===== src/rtl/z80fi_insn_tracker.sv =====
// Trace-only instruction tracker: watches core strobes, assembles one retired-instruction record
// and emits it as a single-cycle z80fi_valid packet two clocks after the instruction ends.
module z80fi_insn_tracker #(
  parameter int MAX_BYTES = 4,
  parameter int TCYC_W    = 4
) (
  input  logic                   clk,
  input  logic                   reset_n,
  input  logic                   cpu_insn_start,
  input  logic                   cpu_insn_end,
  input  logic                   cpu_mcycle_start,
  input  logic [2:0]             cpu_mcycle_type,
  input  logic                   cpu_tstate,
  input  logic                   cpu_fetch_valid,
  input  logic [7:0]             cpu_fetch_byte,
  input  logic [15:0]            cpu_reg_ip,
  input  logic [7:0]             cpu_reg_a,
  input  logic [7:0]             cpu_reg_r,
  output logic                   z80fi_valid,
  output logic [8*MAX_BYTES-1:0] z80fi_insn,
  output logic [2:0]             z80fi_insn_len,
  output logic [15:0]            z80fi_reg_ip_in,
  output logic [15:0]            z80fi_reg_ip_out,
  output logic [7:0]             z80fi_reg_a_in,
  output logic [7:0]             z80fi_reg_a_out,
  output logic [7:0]             z80fi_reg_r_in,
  output logic [7:0]             z80fi_reg_r_out,
  output logic [2:0]             z80fi_mcycle_type1,
  output logic [2:0]             z80fi_mcycle_type2,
  output logic [2:0]             z80fi_mcycle_type3,
  output logic [TCYC_W-1:0]      z80fi_tcycles1,
  output logic [TCYC_W-1:0]      z80fi_tcycles2,
  output logic [TCYC_W-1:0]      z80fi_tcycles3,
  output logic                   z80fi_overflow
);

  localparam logic [2:0]        CYCLE_NONE = 3'd0;
  localparam logic [2:0]        MAX_LEN    = 3'(MAX_BYTES);
  localparam logic [TCYC_W-1:0] T_MAX      = '1;

  // COMMIT_ACTIVE: a closed record awaits emission while the next one is already open.
  typedef enum logic [1:0] {IDLE, ACTIVE, COMMIT, COMMIT_ACTIVE} state_t;

  state_t state, state_nxt;
  logic   active, pending, close;

  // Working record.
  logic [8*MAX_BYTES-1:0]  w_bytes;
  logic [2:0]              w_len;
  logic                    w_ovf;
  logic [15:0]             w_ip_in;
  logic [7:0]              w_a_in, w_r_in;
  logic [2:0][2:0]         w_type;
  logic [2:0][TCYC_W-1:0]  w_tc;
  logic [2:0]              idx;   // 0: no slot open, 1..3: slot open, 4: beyond slot 3
  logic [TCYC_W-1:0]       tcnt;

  // Closed record waiting for its COMMIT cycle.
  logic [8*MAX_BYTES-1:0]  c_bytes;
  logic [2:0]              c_len;
  logic                    c_ovf;
  logic [15:0]             c_ip_in;
  logic [7:0]              c_a_in, c_r_in;
  logic [2:0][2:0]         c_type;
  logic [2:0][TCYC_W-1:0]  c_tc;

  // Working record after this cycle's fetch/tstate events.
  logic [8*MAX_BYTES-1:0]  f_bytes;
  logic [2:0]              f_len;
  logic                    f_ovf;
  logic [TCYC_W-1:0]       t_inc;
  logic [2:0][TCYC_W-1:0]  closed_tc;
  logic                    slot_open;
  logic [1:0]              slot_sel;

  assign active    = (state == ACTIVE) || (state == COMMIT_ACTIVE);
  assign pending   = (state == COMMIT) || (state == COMMIT_ACTIVE);
  assign close     = active && (cpu_insn_end || cpu_insn_start);
  assign slot_open = (idx >= 3'd1) && (idx <= 3'd3);
  assign slot_sel  = 2'(idx - 3'd1);

  always_comb begin
    // NOTE: every always_comb output gets a default first so no path can infer a latch.
    state_nxt = IDLE;
    unique case ({close, cpu_insn_start || (active && !cpu_insn_end)})
      2'b00:   state_nxt = IDLE;
      2'b01:   state_nxt = ACTIVE;
      2'b10:   state_nxt = COMMIT;
      default: state_nxt = COMMIT_ACTIVE;
    endcase
  end

  always_comb begin
    f_bytes = w_bytes;
    f_len   = w_len;
    f_ovf   = w_ovf;
    if (cpu_fetch_valid) begin
      if (w_len == MAX_LEN) begin
        f_ovf = 1'b1;
      end else begin
        f_bytes[8*w_len +: 8] = cpu_fetch_byte;
        f_len                 = w_len + 3'd1;
      end
    end
    t_inc     = (cpu_tstate && tcnt != T_MAX) ? tcnt + 1'b1 : tcnt;
    closed_tc = w_tc;
    if (slot_open) closed_tc[slot_sel] = t_inc;
  end

  always_ff @(posedge clk or negedge reset_n) begin
    // NOTE: sequential state uses non-blocking assignments so every flop samples pre-edge values.
    if (!reset_n) state <= IDLE;
    else          state <= state_nxt;
  end

  always_ff @(posedge clk or negedge reset_n) begin
    // NOTE: the working buffers are plain registers and are cleared on reset so no stale record survives.
    if (!reset_n) begin
      w_bytes <= '0;
      w_len   <= '0;
      w_ovf   <= 1'b0;
      w_ip_in <= '0;
      w_a_in  <= '0;
      w_r_in  <= '0;
      w_type  <= {3{CYCLE_NONE}};
      w_tc    <= '0;
      idx     <= '0;
      tcnt    <= '0;
    end else if (cpu_insn_start) begin
      w_bytes <= '0;
      w_len   <= '0;
      w_ovf   <= 1'b0;
      // A fetch in the opening cycle belongs to the closing record if one is active.
      if (!active && cpu_fetch_valid) begin
        w_bytes[7:0] <= cpu_fetch_byte;
        w_len        <= 3'd1;
      end
      w_ip_in <= cpu_reg_ip;
      w_a_in  <= cpu_reg_a;
      w_r_in  <= cpu_reg_r;
      w_type  <= {3{CYCLE_NONE}};
      w_tc    <= '0;
      if (cpu_mcycle_start) begin
        w_type[0] <= cpu_mcycle_type;
        idx       <= 3'd1;
        tcnt      <= TCYC_W'(cpu_tstate);
      end else begin
        idx  <= '0;
        tcnt <= '0;
      end
    end else if (active) begin
      w_bytes <= f_bytes;
      w_len   <= f_len;
      w_ovf   <= f_ovf;
      if (cpu_mcycle_start && !cpu_insn_end) begin
        if (slot_open)    w_tc[slot_sel]  <= tcnt;
        if (idx < 3'd3)   w_type[idx[1:0]] <= cpu_mcycle_type;
        if (idx != 3'd4)  idx <= idx + 3'd1;
        tcnt <= TCYC_W'(cpu_tstate);
      end else begin
        tcnt <= t_inc;
      end
    end
  end

  always_ff @(posedge clk or negedge reset_n) begin
    if (!reset_n) begin
      c_bytes <= '0;
      c_len   <= '0;
      c_ovf   <= 1'b0;
      c_ip_in <= '0;
      c_a_in  <= '0;
      c_r_in  <= '0;
      c_type  <= {3{CYCLE_NONE}};
      c_tc    <= '0;
    end else if (close) begin
      c_bytes <= f_bytes;
      c_len   <= f_len;
      // A start without an end aborts the running record.
      c_ovf   <= f_ovf || (cpu_insn_start && !cpu_insn_end);
      c_ip_in <= w_ip_in;
      c_a_in  <= w_a_in;
      c_r_in  <= w_r_in;
      c_type  <= w_type;
      c_tc    <= closed_tc;
    end
  end

  // The core commits on the insn_end edge, so the live registers are the *_out values during COMMIT.
  always_ff @(posedge clk or negedge reset_n) begin
    if (!reset_n) begin
      z80fi_valid        <= 1'b0;
      z80fi_insn         <= '0;
      z80fi_insn_len     <= '0;
      z80fi_reg_ip_in    <= '0;
      z80fi_reg_ip_out   <= '0;
      z80fi_reg_a_in     <= '0;
      z80fi_reg_a_out    <= '0;
      z80fi_reg_r_in     <= '0;
      z80fi_reg_r_out    <= '0;
      z80fi_mcycle_type1 <= CYCLE_NONE;
      z80fi_mcycle_type2 <= CYCLE_NONE;
      z80fi_mcycle_type3 <= CYCLE_NONE;
      z80fi_tcycles1     <= '0;
      z80fi_tcycles2     <= '0;
      z80fi_tcycles3     <= '0;
      z80fi_overflow     <= 1'b0;
    end else begin
      z80fi_valid <= pending;
      if (pending) begin
        z80fi_insn         <= c_bytes;
        z80fi_insn_len     <= c_len;
        z80fi_reg_ip_in    <= c_ip_in;
        z80fi_reg_ip_out   <= cpu_reg_ip;
        z80fi_reg_a_in     <= c_a_in;
        z80fi_reg_a_out    <= cpu_reg_a;
        z80fi_reg_r_in     <= c_r_in;
        z80fi_reg_r_out    <= cpu_reg_r;
        z80fi_mcycle_type1 <= c_type[0];
        z80fi_mcycle_type2 <= c_type[1];
        z80fi_mcycle_type3 <= c_type[2];
        z80fi_tcycles1     <= c_tc[0];
        z80fi_tcycles2     <= c_tc[1];
        z80fi_tcycles3     <= c_tc[2];
        z80fi_overflow     <= c_ovf;
      end
    end
  end

endmodule


===== config.mk =====
export PLATFORM = sky130hd
export DESIGN_NAME = z80fi_insn_tracker
export DESIGN_NICKNAME = d
export VERILOG_FILES = /design/src/rtl/z80fi_insn_tracker.sv
export SDC_FILE = /design/constraint.sdc
export NUM_CORES = 1
export LEC_CHECK = 0
export CAP_MARGIN = 10
export CORE_AREA = 8 8 217 115
export DETAILED_ROUTE_END_ITERATION = 10
export DIE_AREA = 0 0 225 123
export HOLD_SLACK_MARGIN = 0.05
export PLACE_DENSITY = 0.87
export SLEW_MARGIN = 10
export SYNTH_ARGS = -nofsm -noshare
export SYNTH_HDL_FRONTEND = slang
export SYNTH_SLANG_ARGS = --single-unit

===== constraint.sdc =====
create_clock -name clk -period 4.6 [get_ports clk]
set_input_delay 1.15 -clock clk [delete_from_list [all_inputs] [get_ports clk]]
set_output_delay 1.15 -clock clk [all_outputs]
set_load 0.005 [all_outputs]

==> flow_metrics.py, run 1 <==
metrics = {
    "status": {
        "outcome": "finished, final reports clean",
    },
    "yosys": {
        "simple_logic_cell_fraction_of_the_synthesized_area_pct": 10.9,
        "yosys_warning_count": 0,
        "synth.yosys.seq_area_share_pct": 61.1,
        "yosysUniqueCellTypes": 47,
        "post_synth_xor_area_fraction_pct": 0.277,
        "synth-seq-cells": 309,
        "mappedNetlistNets": 1107,
        "synth_flop_cell": "sky130_fd_sc_hd__dfrtp_1",
        "synth_compound_area_share_pct": 6.45,
        "synth_cells": 1042,
        "number_of_flops_mapped_to_enable_cells_by_yosys": 0,
        "postSynthAreaPerCell_um2": 12.1,
        "async_reset_ff_share_pct": 100,
        "post_synth_fa_ha_maj_area_fraction_pct": 1.48,
        "synth.mux.area_fraction_pct": 17.1,
        "largest_family_of_logic_cells_by_synthesized_area": "multiplexers",
        "syn_area_um2": 12700,
    },
    "cts": {
        "tritoncts": "yes",
        "post_cts_buffers": 0,
        "clock-sinks": 309,
        "ctsResizeCount": 0,
        "ctsLongestPathBuffers": 3,
        "tritoncts.num_buffers": 27,
        "cts_root_buffer": "sky130_fd_sc_hd__clkbuf_16",
        "h_tree_levels": 1,
        "cts_hold_buf": 0,
        "worst_skew_pair.late_latency_ns": 0.54,
        "cts.reportedPaths.clkPinSlew_ns": 0.07,
    },
    "drt": {
        "routed_wirelength_um": 29500,
        "drt-pass1-iter-count": 5,
        "detail_route.drc_violations": 0,
        "detailroute.via_count": 8408,
        "post_drt_via_cell_ratio": 5.58,
        "detailedRoute.firstIterationViolations": 701,
        "per_cell_routed_wire_length_um": 19.6,
        "ant_nets": 0,
    },
    "setup_path": {
        "critical-path-top-cell-by-count": "sky130_fd_sc_hd__ha_1",
        "crit_path_cell_trace": "inv_1 > ha_1 > ha_1 > nand4b_1 > or2_2 > a22oi_1 > nor2_1",
        "cp_slowest_cell": "sky130_fd_sc_hd__dfrtp_1",
        "worst-path-max-fanout": 11,
        "critical_path_required_ns": 5.00,
        "setup.worst_path.end_class": "register",
        "worstSetupPathType": "register to register",
        "cp_slowest_stage_delay_ns": 0.62,
        "arrival_ns": 3.48,
        "setup.worst_path.start_class": "register",
    },
    "timing": {
        "grt_setup_unrepaired": "false",
        "period_needed_ns": 3.08,
        "setup_viol": 0,
        "fmax_mhz": 324,
        "finalSetupTns_ns": 0,
        "period_share_pct": 67.0,
        "worst_pin_slew_ns": 1.12,
        "drv_slew": 0,
        "skew_ns": 0.0140,
        "hold_viol": 0,
        "timing.slew.headroom_pct": 25.2,
    },
    "cells_and_area": {
        "most_common_library_cell_in_the_layout_ignoring_fill_and_taps": "sky130_fd_sc_hd__dfrtp_1",
        "area_growth_syn_to_layout_pct": 22.3,
        "final_cell_mix": "sky130_fd_sc_hd__dfrtp_1 (308), sky130_fd_sc_hd__nand2_1 (175), sky130_fd_sc_hd__clkdlybuf4s50_1 (169)",
        "layoutNonFillerInstCount": 1507,
        "finalNetCount": 1245,
        "antenna_cells": 0,
        "final_layout_size_suffix_gt1_share_pct": 18.6,
        "num-fill-cells": 1549,
        "post-route-cell-area_um2": 15500,
    },
    "floorplan": {
        "row_count": 39,
        "die_h_um": 123,
        "die_area_um2": 27700,
        "die_x_um": 225,
        "start_util_pct": 57.2,
        "top_level_ports": 172,
        "core_area_um2": 22100,
    },
    "place": {
        "routabilityCongestion": 0.854,
        "post_dp_cell_area_um2": 14500,
        "dpl.cell_count": 1458,
        "hpwlAfterDp_um": 19500,
        "io_buffer_count": 171,
    },
    "global_routing": {
        "grt_first_pass_wirelength_um": 47600,
        "total_global_routing_overflow": 0,
        "globalRouteTotalUtil_pct": 21.3,
        "grt_max_degree": 106,
        "grt_antenna_before_repair": 0,
        "vias_in_the_first_global_route": 8725,
    },
    "power_and_ir_drop": {
        "power.ir.vdd_worst_v": 0.000277,
        "powerDensity_nw_per_um2": 430,
        "design_power_total_w": 0.00665,
        "leakagePower_nw": 7.15,
    },
    "run": {
        "max_cap_violations": 0,
    },
    "hold_path": {
        "hold_class": "register to register",
    },
}
## metal layers
| metal | up-vias | share of wire, % | routed length, µm | GRT usage, % |
|---|---|---|---|---|
| li1 | 3850 | - | - | - |
| met1 | 4269 | 45 | 13400 | 29.8 |
| met2 | 251 | 46 | 13400 | 33.5 |
| met3 | 38 | 7.6 | 2250 | 5.80 |
| met4 | 0 | 1.5 | 430 | 3.99 |
| met5 | - | 0 | 0 | 0 |
## Yosys cell counts, types with 2 or more instances
library cell                 n  share of area (%)
sky130_fd_sc_hd__nor3_2      2               0.16
sky130_fd_sc_hd__buf_2      23               0.91
sky130_fd_sc_hd__o21ai_2     4               0.28
sky130_fd_sc_hd__dfrtp_1   309                 61
sky130_fd_sc_hd__a22oi_1     8               0.47
sky130_fd_sc_hd__o41a_1      3               0.27
sky130_fd_sc_hd__nand2_1   175                5.2
sky130_fd_sc_hd__nand3_1    27                1.1
sky130_fd_sc_hd__o211ai_1    2               0.12
sky130_fd_sc_hd__a31oi_1    12               0.59
sky130_fd_sc_hd__buf_1      16               0.47
sky130_fd_sc_hd__mux2i_1    43                3.4
sky130_fd_sc_hd__mux2_2    154                 14
sky130_fd_sc_hd__ha_1       15                1.5
sky130_fd_sc_hd__nand4_1     4               0.20
sky130_fd_sc_hd__nand4b_1    3               0.21
sky130_fd_sc_hd__inv_1       9               0.27
sky130_fd_sc_hd__a22o_1      8               0.55
sky130_fd_sc_hd__o21ai_1    12               0.47
sky130_fd_sc_hd__nor2b_1    11               0.54
sky130_fd_sc_hd__xnor2_1     4               0.28
sky130_fd_sc_hd__a21oi_1    22               0.87
sky130_fd_sc_hd__o22ai_1     8               0.40
sky130_fd_sc_hd__o21ai_0    18               0.71
sky130_fd_sc_hd__nor2_1     75                2.2
sky130_fd_sc_hd__clkbuf_1   30               0.89
sky130_fd_sc_hd__o211ai_2    3               0.30
sky130_fd_sc_hd__nand2b_1    6               0.30
sky130_fd_sc_hd__o31ai_1     2               0.12
sky130_fd_sc_hd__and3_1      2              0.099
sky130_fd_sc_hd__a221oi_1   16                1.1
## sequential cells by signal (all words and copies together), names as in the netlist, 9 cells and up
name and flops:
c_type 9, w_ip_in 16, z80fi_reg_ip_out 16, w_tc 12
z80fi_insn 32, c_bytes 32, c_tc 12, z80fi_reg_ip_in 16
w_bytes 32, w_type 9, c_ip_in 16
## critical path, delay by kind of cell (launching register included)
kind	cells	cell delay [ns]
AND/OR/NAND/NOR	3	1.14
adder cells (fa/ha/maj)	2	0.71
flip-flops	1	0.62
AO/OA/AOI/OAI	1	0.25
buffers and inverters	1	0.23
## cell type report
| class | count | area, µm² | share of cell area, % |
|---|---|---|---|
| Clock buffer | 44 | 820 | 5.30 |
| Clock inverter | 5 | 104 | 0.671 |
| Inverter | 9 | 33.8 | 0.218 |
| Multi-Input combinational cell | 653 | 4590 | 29.7 |
| Sequential cell | 309 | 7740 | 50.0 |
| Tap cell | 307 | 384 | 2.48 |
| Timing Repair Buffer | 180 | 1810 | 11.7 |
## metrics by stage
step | setup slack [ns] | util, % | hold WS [ns]
floorplan | 2.36 | - | 0.435
global route | 1.36 | 70.0 | 0.484
finish | 1.52 | 70.0 | 0.460
global placement | 1.34 | 65.8 | 0.440
detailed placement | 1.21 | 65.8 | 0.450
CTS | 1.57 | 70.0 | 0.465
## where the power goes
group          switching (W)  internal (W)  total, W
clock network       0.000967       0.00138   0.00235
logic               0.000451      0.000606   0.00106
registers           0.000210       0.00303   0.00324
total                0.00163       0.00502   0.00665
## cells by family after synthesis
| logic type | count (synthesis) |
|---|---|
| DFF | 309 |
| muxes | 197 |
| AOI/OAI and AO/OA | 121 |
| xor gates and xnor gates | 4 |
| adders and majority gates | 15 |
| and+or+nand+nor | 316 |
| buffers and inverters | 80 |
## path summary, 6_finish.rpt
kind | start | to | slack (ns) | cells past startpoint
setup / recovery | w_len[0]$_DFFE_PN0N_ | w_bytes[29]$_DFFE_PN0N_ | 1.52 | 7
hold / removal | w_ip_in[2]$_DFFE_PN0P_ | c_ip_in[2]$_DFFE_PN0P_ | 0.46 | 2
setup reg to reg | w_len[0]$_DFFE_PN0N_ | w_bytes[29]$_DFFE_PN0N_ | 1.52 | 7
hold reg to reg | w_ip_in[2]$_DFFE_PN0P_ | c_ip_in[2]$_DFFE_PN0P_ | 0.46 | 2
max in group asynchronous | reset_n | w_ip_in[10]$_DFFE_PN0P_ | 3.07 | 2
min in group asynchronous | reset_n | z80fi_tcycles2[3]$_DFFE_PN0P_ | 0.59 | 1
No activity file was read; power rests on OpenSTA's default activity.
==> run 2, diff against run 1 <==
CORE_AREA = 8 8 224 119   (was 8 8 217 115)
DIE_AREA = 0 0 232 127   (was 0 0 225 123)
PLACE_DENSITY = 0.82   (was 0.87)
clock period = 2.9 ns   (was 4.6 ns; I/O delays follow)
==> run 2 against run 1 <==
  * Hold slack got worse by 0.34 ns
  * Wire length fell by 2.5%
  * Non-clock buffer count up 14
  * Global-route usage fell by 1.7 points
  * Setup slack got worse by 1.1 ns
  * Critical path depth shrank 1
  * Die area grew 6.5%
  * Count of clock-buffer cells in the layout is 9 lower
  * Sequential cell count is the same
  * Sequential power grew 57%
==> flow_metrics.py, run 2 (same netlist as run 1, synthesis figures left out) <==
metrics = {
    "drt": {
        "routed_wirelength_um": 28800,
        "per_cell_routed_wire_length_um": 18.8,
        "detailedRoute.firstIterationViolations": 676,
        "ant_nets": 0,
        "drt-pass1-iter-count": 5,
        "detailroute.via_count": 8465,
        "post_drt_via_cell_ratio": 5.53,
        "detail_route.drc_violations": 0,
    },
    "run": {
        "max_cap_violations": 0,
    },
    "power_and_ir_drop": {
        "power.switching_w": 0.00263,
        "seq_power_share_pct": 47.9,
        "power_switching_share_pct": 24.7,
        "power.combinational.fraction_pct": 16.2,
        "power.internal_w": 0.00801,
        "power.ir.vdd_worst_v": 0.000448,
        "powerDensity_nw_per_um2": 679,
        "leakagePower_nw": 7.25,
        "power.clock.fraction_pct": 35.9,
    },
    "floorplan": {
        "die_h_um": 127,
        "row_count": 40,
        "die_x_um": 232,
        "start_util_pct": 54.0,
        "die_area_um2": 29500,
        "core_area_um2": 23400,
        "top_level_ports": 172,
    },
    "cts": {
        "cts.reportedPaths.clkPinSlew_ns": 0.07,
        "h_tree_levels": 1,
        "cts_hold_buf": 0,
        "worst_skew_pair.late_latency_ns": 0.54,
        "ctsLongestPathBuffers": 3,
        "cts_root_buffer": "sky130_fd_sc_hd__clkbuf_16",
        "ctsResizeCount": 0,
        "tritoncts": "yes",
        "post_cts_buffers": 0,
        "clock-sinks": 309,
        "tritoncts.num_buffers": 27,
    },
    "global_routing": {
        "grtUsageMet3_pct": 5.26,
        "groute.layer.met1.usage_pct": 28.7,
        "gr-max-usage-layer": "met1",
        "grt_antenna_before_repair": 1,
        "grt_first_pass_wirelength_um": 47500,
        "grt_max_degree": 70,
        "globalRouteTotalUtil_pct": 19.5,
        "total_global_routing_overflow": 0,
        "vias_in_the_first_global_route": 8670,
        "grt.met2_usage_pct": 28.4,
    },
    "setup_path": {
        "timing.reg2reg.setup_slack_ns": 0.45,
        "setup.worst_path.start_class": "register",
        "critical_path_required_ns": 3.38,
        "critical-path-top-cell-by-count": "sky130_fd_sc_hd__ha_1",
        "worstSetupPathType": "register to register",
        "cp_slowest_cell": "sky130_fd_sc_hd__nor3_2",
        "worst-path-max-fanout": 8,
        "crit_path_cell_trace": "inv_1 > ha_1 > ha_1 > nand4b_1 > nor3_2 > a22o_1",
        "cp_slowest_stage_delay_ns": 0.58,
        "setup.worst_path.end_class": "register",
        "arrival_ns": 2.93,
    },
    "cells_and_area": {
        "finalNetCount": 1259,
        "utilization_pct": 66.9,
        "most_common_library_cell_in_the_layout_ignoring_fill_and_taps": "sky130_fd_sc_hd__dfrtp_1",
        "num-fill-cells": 1717,
        "final_layout_size_suffix_gt1_share_pct": 20.1,
        "seq_area_um2": 7740,
        "final_cell_mix": "sky130_fd_sc_hd__dfrtp_1 (308), sky130_fd_sc_hd__nand2_1 (175), sky130_fd_sc_hd__clkdlybuf4s50_1 (169)",
        "layoutNonFillerInstCount": 1530,
        "multi_input_area_um2": 4590,
        "area_growth_syn_to_layout_pct": 23.9,
        "top_regs": "c_bytes: 32 flops, w_bytes: 32 flops, z80fi_insn: 32 flops",
    },
    "timing": {
        "period_needed_ns": 2.45,
        "finalSetupTns_ns": 0,
        "timing.slew.headroom_pct": 55.8,
        "fin_ws_ns": 0.449,
        "setup_viol": 0,
        "fmax_mhz": 408,
        "grt_setup_unrepaired": "false",
        "skew_ns": 0.0127,
        "hold_viol": 0,
        "period_share_pct": 84.5,
        "final.hold.worst_slack_ns": 0.121,
        "worst_pin_slew_ns": 0.662,
        "drv_slew": 0,
    },
    "place": {
        "hpwlAfterDp_um": 20000,
        "dpl.cell_count": 1480,
        "dp_worst_setup_slack_ns": 0.320,
        "io_buffer_count": 171,
        "routabilityCongestion": 0.833,
    },
    "hold_path": {
        "hold_class": "primary input to asynchronous set/reset pin",
    },
    "status": {
        "outcome": "finished, final reports clean",
    },
}
-- run 2: cell types whose count changed in the layout (fill, tap and decap cells not counted), sizes merged --
cell | before | now
buf | 11 | 25
clkbuf | 44 | 35
clkinv | 1 | 7
clkinvlp | 0 | 2
bufinv | 3 | 4
diode | 0 | 1
-- run 2: layer usage --
| layer | up-vias | part of all wire, % |
|---|---|---|
| met5 | - | 0 |
| met4 | 0 | 1.7 |
| met3 | 42 | 7.1 |
| met2 | 253 | 43 |
| met1 | 4291 | 48 |
| li1 | 3879 | - |
-- run 2: final timing paths --
kind,to,from,cells past startpoint
max in group asynchronous,w_ip_in[10]$_DFFE_PN0P_,reset_n,2
max,w_bytes[10]$_DFFE_PN0N_,w_len[1]$_DFFE_PN0N_,6
max reg2reg,w_bytes[10]$_DFFE_PN0N_,w_len[1]$_DFFE_PN0N_,6
min,w_a_in[7]$_DFFE_PN0P_,reset_n,1
min in group clk,c_r_in[7]$_DFFE_PN0P_,w_r_in[7]$_DFFE_PN0P_,2
min reg2reg,c_r_in[7]$_DFFE_PN0P_,w_r_in[7]$_DFFE_PN0P_,2
-- run 2: worst max-delay path: cells and delay by family (launching register included) --
kind            cells  cell delay, ns
buf+inv             1            0.11
compound gates      1            0.23
fa+ha+maj           2            0.63
flops               1            0.45
simple gates        2            0.97
-- run 2: area by class of cell --
type / instances / share of cell area [%]
flip-flops and latches: 309 / 49.3
multi-input cells: 653 / 29.3
repair buffers: 194 / 12.6
clock buffers: 35 / 4.88
well taps: 315 / 2.51
clock inverters: 14 / 1.17
inverters: 9 / 0.215
diodes: 1 / 0.0160
-- run 2: metrics by stage --
stage	area, µm²	power [W]
finish	15700	0.0106
global route	15700	0.0111
CTS	15700	0.0108
detailed placement	14700	0.00693
global placement	14700	0.00686
floorplan	12700	0.00589
-- run 2: power groups by stage --
| stage | Combinational, W | Clock, W | Sequential, W |
|---|---|---|---|
| CTS | 0.00176 | 0.00391 | 0.00510 |
| floorplan | 0.000765 | 0 | 0.00512 |
| global placement | 0.00171 | 0 | 0.00515 |
| detailed placement | 0.00175 | 0 | 0.00518 |
| finish | 0.00173 | 0.00382 | 0.00510 |
| global route | 0.00188 | 0.00408 | 0.00516 |
==> run 3, diff against run 2 <==
CORE_AREA = 8 8 234 124   (was 8 8 224 119)
DIE_AREA = 0 0 242 132   (was 0 0 232 127)
PLACE_DENSITY = 0.79   (was 0.82)
clock period = 2.1 ns   (was 2.9 ns; I/O delays follow)
==> run 3 against run 2 <==
  * Wire length is 6.3% higher
  * Final cell count is 4.4% higher
  * Non-clock buffer count is 29 higher
  * First-iteration DRC count is 2.2% lower
  * Hold slack better by 0.24 ns
  * Via count is 2.9% higher
  * Largest cell class unchanged
==> flow_metrics.py, run 3 (same netlist as run 1, synthesis figures left out) <==
metrics = {
    "status": {
        "outcome": "finished, final reports clean",
    },
    "floorplan": {
        "top_level_ports": 172,
        "die_area_um2": 31900,
        "row_count": 42,
        "die_x_um": 242,
        "core_area_um2": 25700,
        "start_util_pct": 49.1,
        "die_h_um": 132,
    },
    "drt": {
        "drt-pass1-iter-count": 5,
        "routed_wirelength_um": 30600,
        "detailedRoute.firstIterationViolations": 661,
        "detailroute.via_count": 8712,
        "detail_route.drc_violations": 0,
        "post_drt_via_cell_ratio": 5.46,
        "ant_nets": 0,
        "per_cell_routed_wire_length_um": 19.1,
    },
    "cts": {
        "worst_skew_pair.late_latency_ns": 0.57,
        "cts_root_buffer": "sky130_fd_sc_hd__clkbuf_16",
        "tritoncts.num_buffers": 28,
        "clock-sinks": 309,
        "cts.reportedPaths.clkPinSlew_ns": 0.06,
        "h_tree_levels": 1,
        "ctsLongestPathBuffers": 3,
        "tritoncts": "yes",
    },
    "place": {
        "post_dp_cell_area_um2": 15000,
        "routabilityCongestion": 0.858,
        "io_buffer_count": 171,
        "dp_worst_setup_slack_ns": -0.0741,
        "hpwlAfterDp_um": 21100,
        "dpl.cell_count": 1541,
    },
    "global_routing": {
        "grt_antenna_before_repair": 0,
        "total_global_routing_overflow": 0,
        "grt_first_pass_wirelength_um": 50500,
        "grt_max_degree": 94,
        "globalRouteTotalUtil_pct": 19.2,
        "vias_in_the_first_global_route": 8813,
    },
    "setup_path": {
        "setup.worst_path.end_class": "output port",
        "crit_path_cell_trace": "clkdlybuf4s50_1",
        "timing.critical_path.depth": 1,
        "cp_slowest_stage_delay_ns": 0.54,
        "cp_slowest_cell": "sky130_fd_sc_hd__clkdlybuf4s50_1",
        "setup.worst_path.start_class": "register",
        "worst-path-max-fanout": 2,
        "r2r_cells": 5,
        "critical_path_required_ns": 1.57,
        "arrival_ns": 1.50,
        "worstSetupPathType": "register to output port",
        "critical-path-top-delay-family": "buffers and inverters",
        "timing.critical_path.buf_inv": 1,
    },
    "cells_and_area": {
        "final_cell_mix": "sky130_fd_sc_hd__dfrtp_1 (307), sky130_fd_sc_hd__nand2_1 (175), sky130_fd_sc_hd__clkdlybuf4s50_1 (169)",
        "area_growth_syn_to_layout_pct": 26.8,
        "most_common_library_cell_in_the_layout_ignoring_fill_and_taps": "sky130_fd_sc_hd__dfrtp_1",
        "top_regs": "c_bytes: 32 flops, w_bytes: 32 flops, z80fi_insn: 32 flops",
        "antenna_cells": 0,
        "post-route-cell-area_um2": 16000,
        "final_layout_size_suffix_gt1_share_pct": 22.2,
        "finalNetCount": 1289,
        "layoutNonFillerInstCount": 1597,
    },
    "hold_path": {
        "hold_path_depth": 2,
        "hold_class": "primary input to register",
    },
    "timing": {
        "fmax_mhz": 494,
        "worst_pin_slew_ns": 0.564,
        "period_share_pct": 96.5,
        "grt_setup_unrepaired": "false",
        "timing.slew.headroom_pct": 62.3,
        "fin_ws_ns": 0.0737,
        "finalSetupTns_ns": 0,
        "drv_slew": 0,
        "skew_ns": 0.0243,
        "setup_viol": 0,
        "period_needed_ns": 2.03,
        "hold_viol": 0,
    },
    "power_and_ir_drop": {
        "leakagePower_nw": 7.41,
        "power.ir.vdd_worst_v": 0.000589,
        "design_power_total_w": 0.0146,
        "powerDensity_nw_per_um2": 909,
    },
    "run": {
        "max_cap_violations": 0,
    },
}
[run 3: cell types whose count changed in the layout (fill, tap and decap cells not counted), sizes merged]
cell and delta:
inv -1, clkinv -1, buf +28, dlygate4sd3 +1, clkinvlp -2, bufinv -3, diode -1, clkbuf +9
[run 3: final cells by class]
class,count,area (µm²)
Fill cell,2033,9710
Clock buffer,44,821
Inverter,9,33.8
Sequential cell,309,7740
Clock inverter,7,85.1
Multi-Input combinational cell,653,4660
Tap cell,352,440
Timing Repair Buffer,223,2260
[run 3: worst paths after layout]
kind / startpoint / to / slack, ns
worst max register to register: idx[0]$_DFFE_PN0P_ / w_tc[10]$_DFFE_PN0P_ / 0.14
min in group asynchronous: reset_n / c_r_in[0]$_DFFE_PN0P_ / 0.46
worst max-delay path: z80fi_reg_ip_in[11]$_DFFE_PN0P_ / z80fi_reg_ip_in[11] / 0.07
worst min register to register: w_ip_in[11]$_DFFE_PN0P_ / c_ip_in[11]$_DFFE_PN0P_ / 0.46
worst min-delay path: cpu_insn_start / w_bytes[26]$_DFFE_PN0N_ / 0.36
max in group asynchronous: reset_n / w_bytes[20]$_DFFE_PN0N_ / 1.00
[run 3: per-layer routing]
metal | vias up | global-route usage (%) | share of wire, %
met5 | - | 0 | 0
met4 | 0 | 4.40 | 2.3
met3 | 47 | 4.79 | 6.3
met1 | 4430 | 28.8 | 49
li1 | 3952 | - | -
met2 | 283 | 27.6 | 42
[run 3: worst reg2reg max path, cell delays in order (launching register included)]
cell and delay, ns:
sky130_fd_sc_hd__dfrtp_1 0.49, sky130_fd_sc_hd__ha_1 0.25, sky130_fd_sc_hd__ha_1 0.29, sky130_fd_sc_hd__o211ai_2 0.45
sky130_fd_sc_hd__mux2i_1 0.27, sky130_fd_sc_hd__nor2_1 0.07
[run 3: where the power goes]
part | switching (W) | internal (W)
clock network | 0.00220 | 0.00282
registers | 0.000405 | 0.00664
logic | 0.00109 | 0.00144
total | 0.00369 | 0.0109
[run 3: repair_timing]
action	in CTS	in global routing
setup buffers	0	4
endpoints found under the setup margin	0	40
resized for setup	0	11
endpoints found under the hold margin	30	0
hold buffers	1	0
[run 3: through the flow]
stage                     utilization, %  hold slack (ns)
after global placement              58.4            0.442
after floorplan                        -            0.229
after detailed placement            58.4            0.450
after CTS                           62.0            0.333
final                               62.3            0.360
after global routing                62.3            0.347
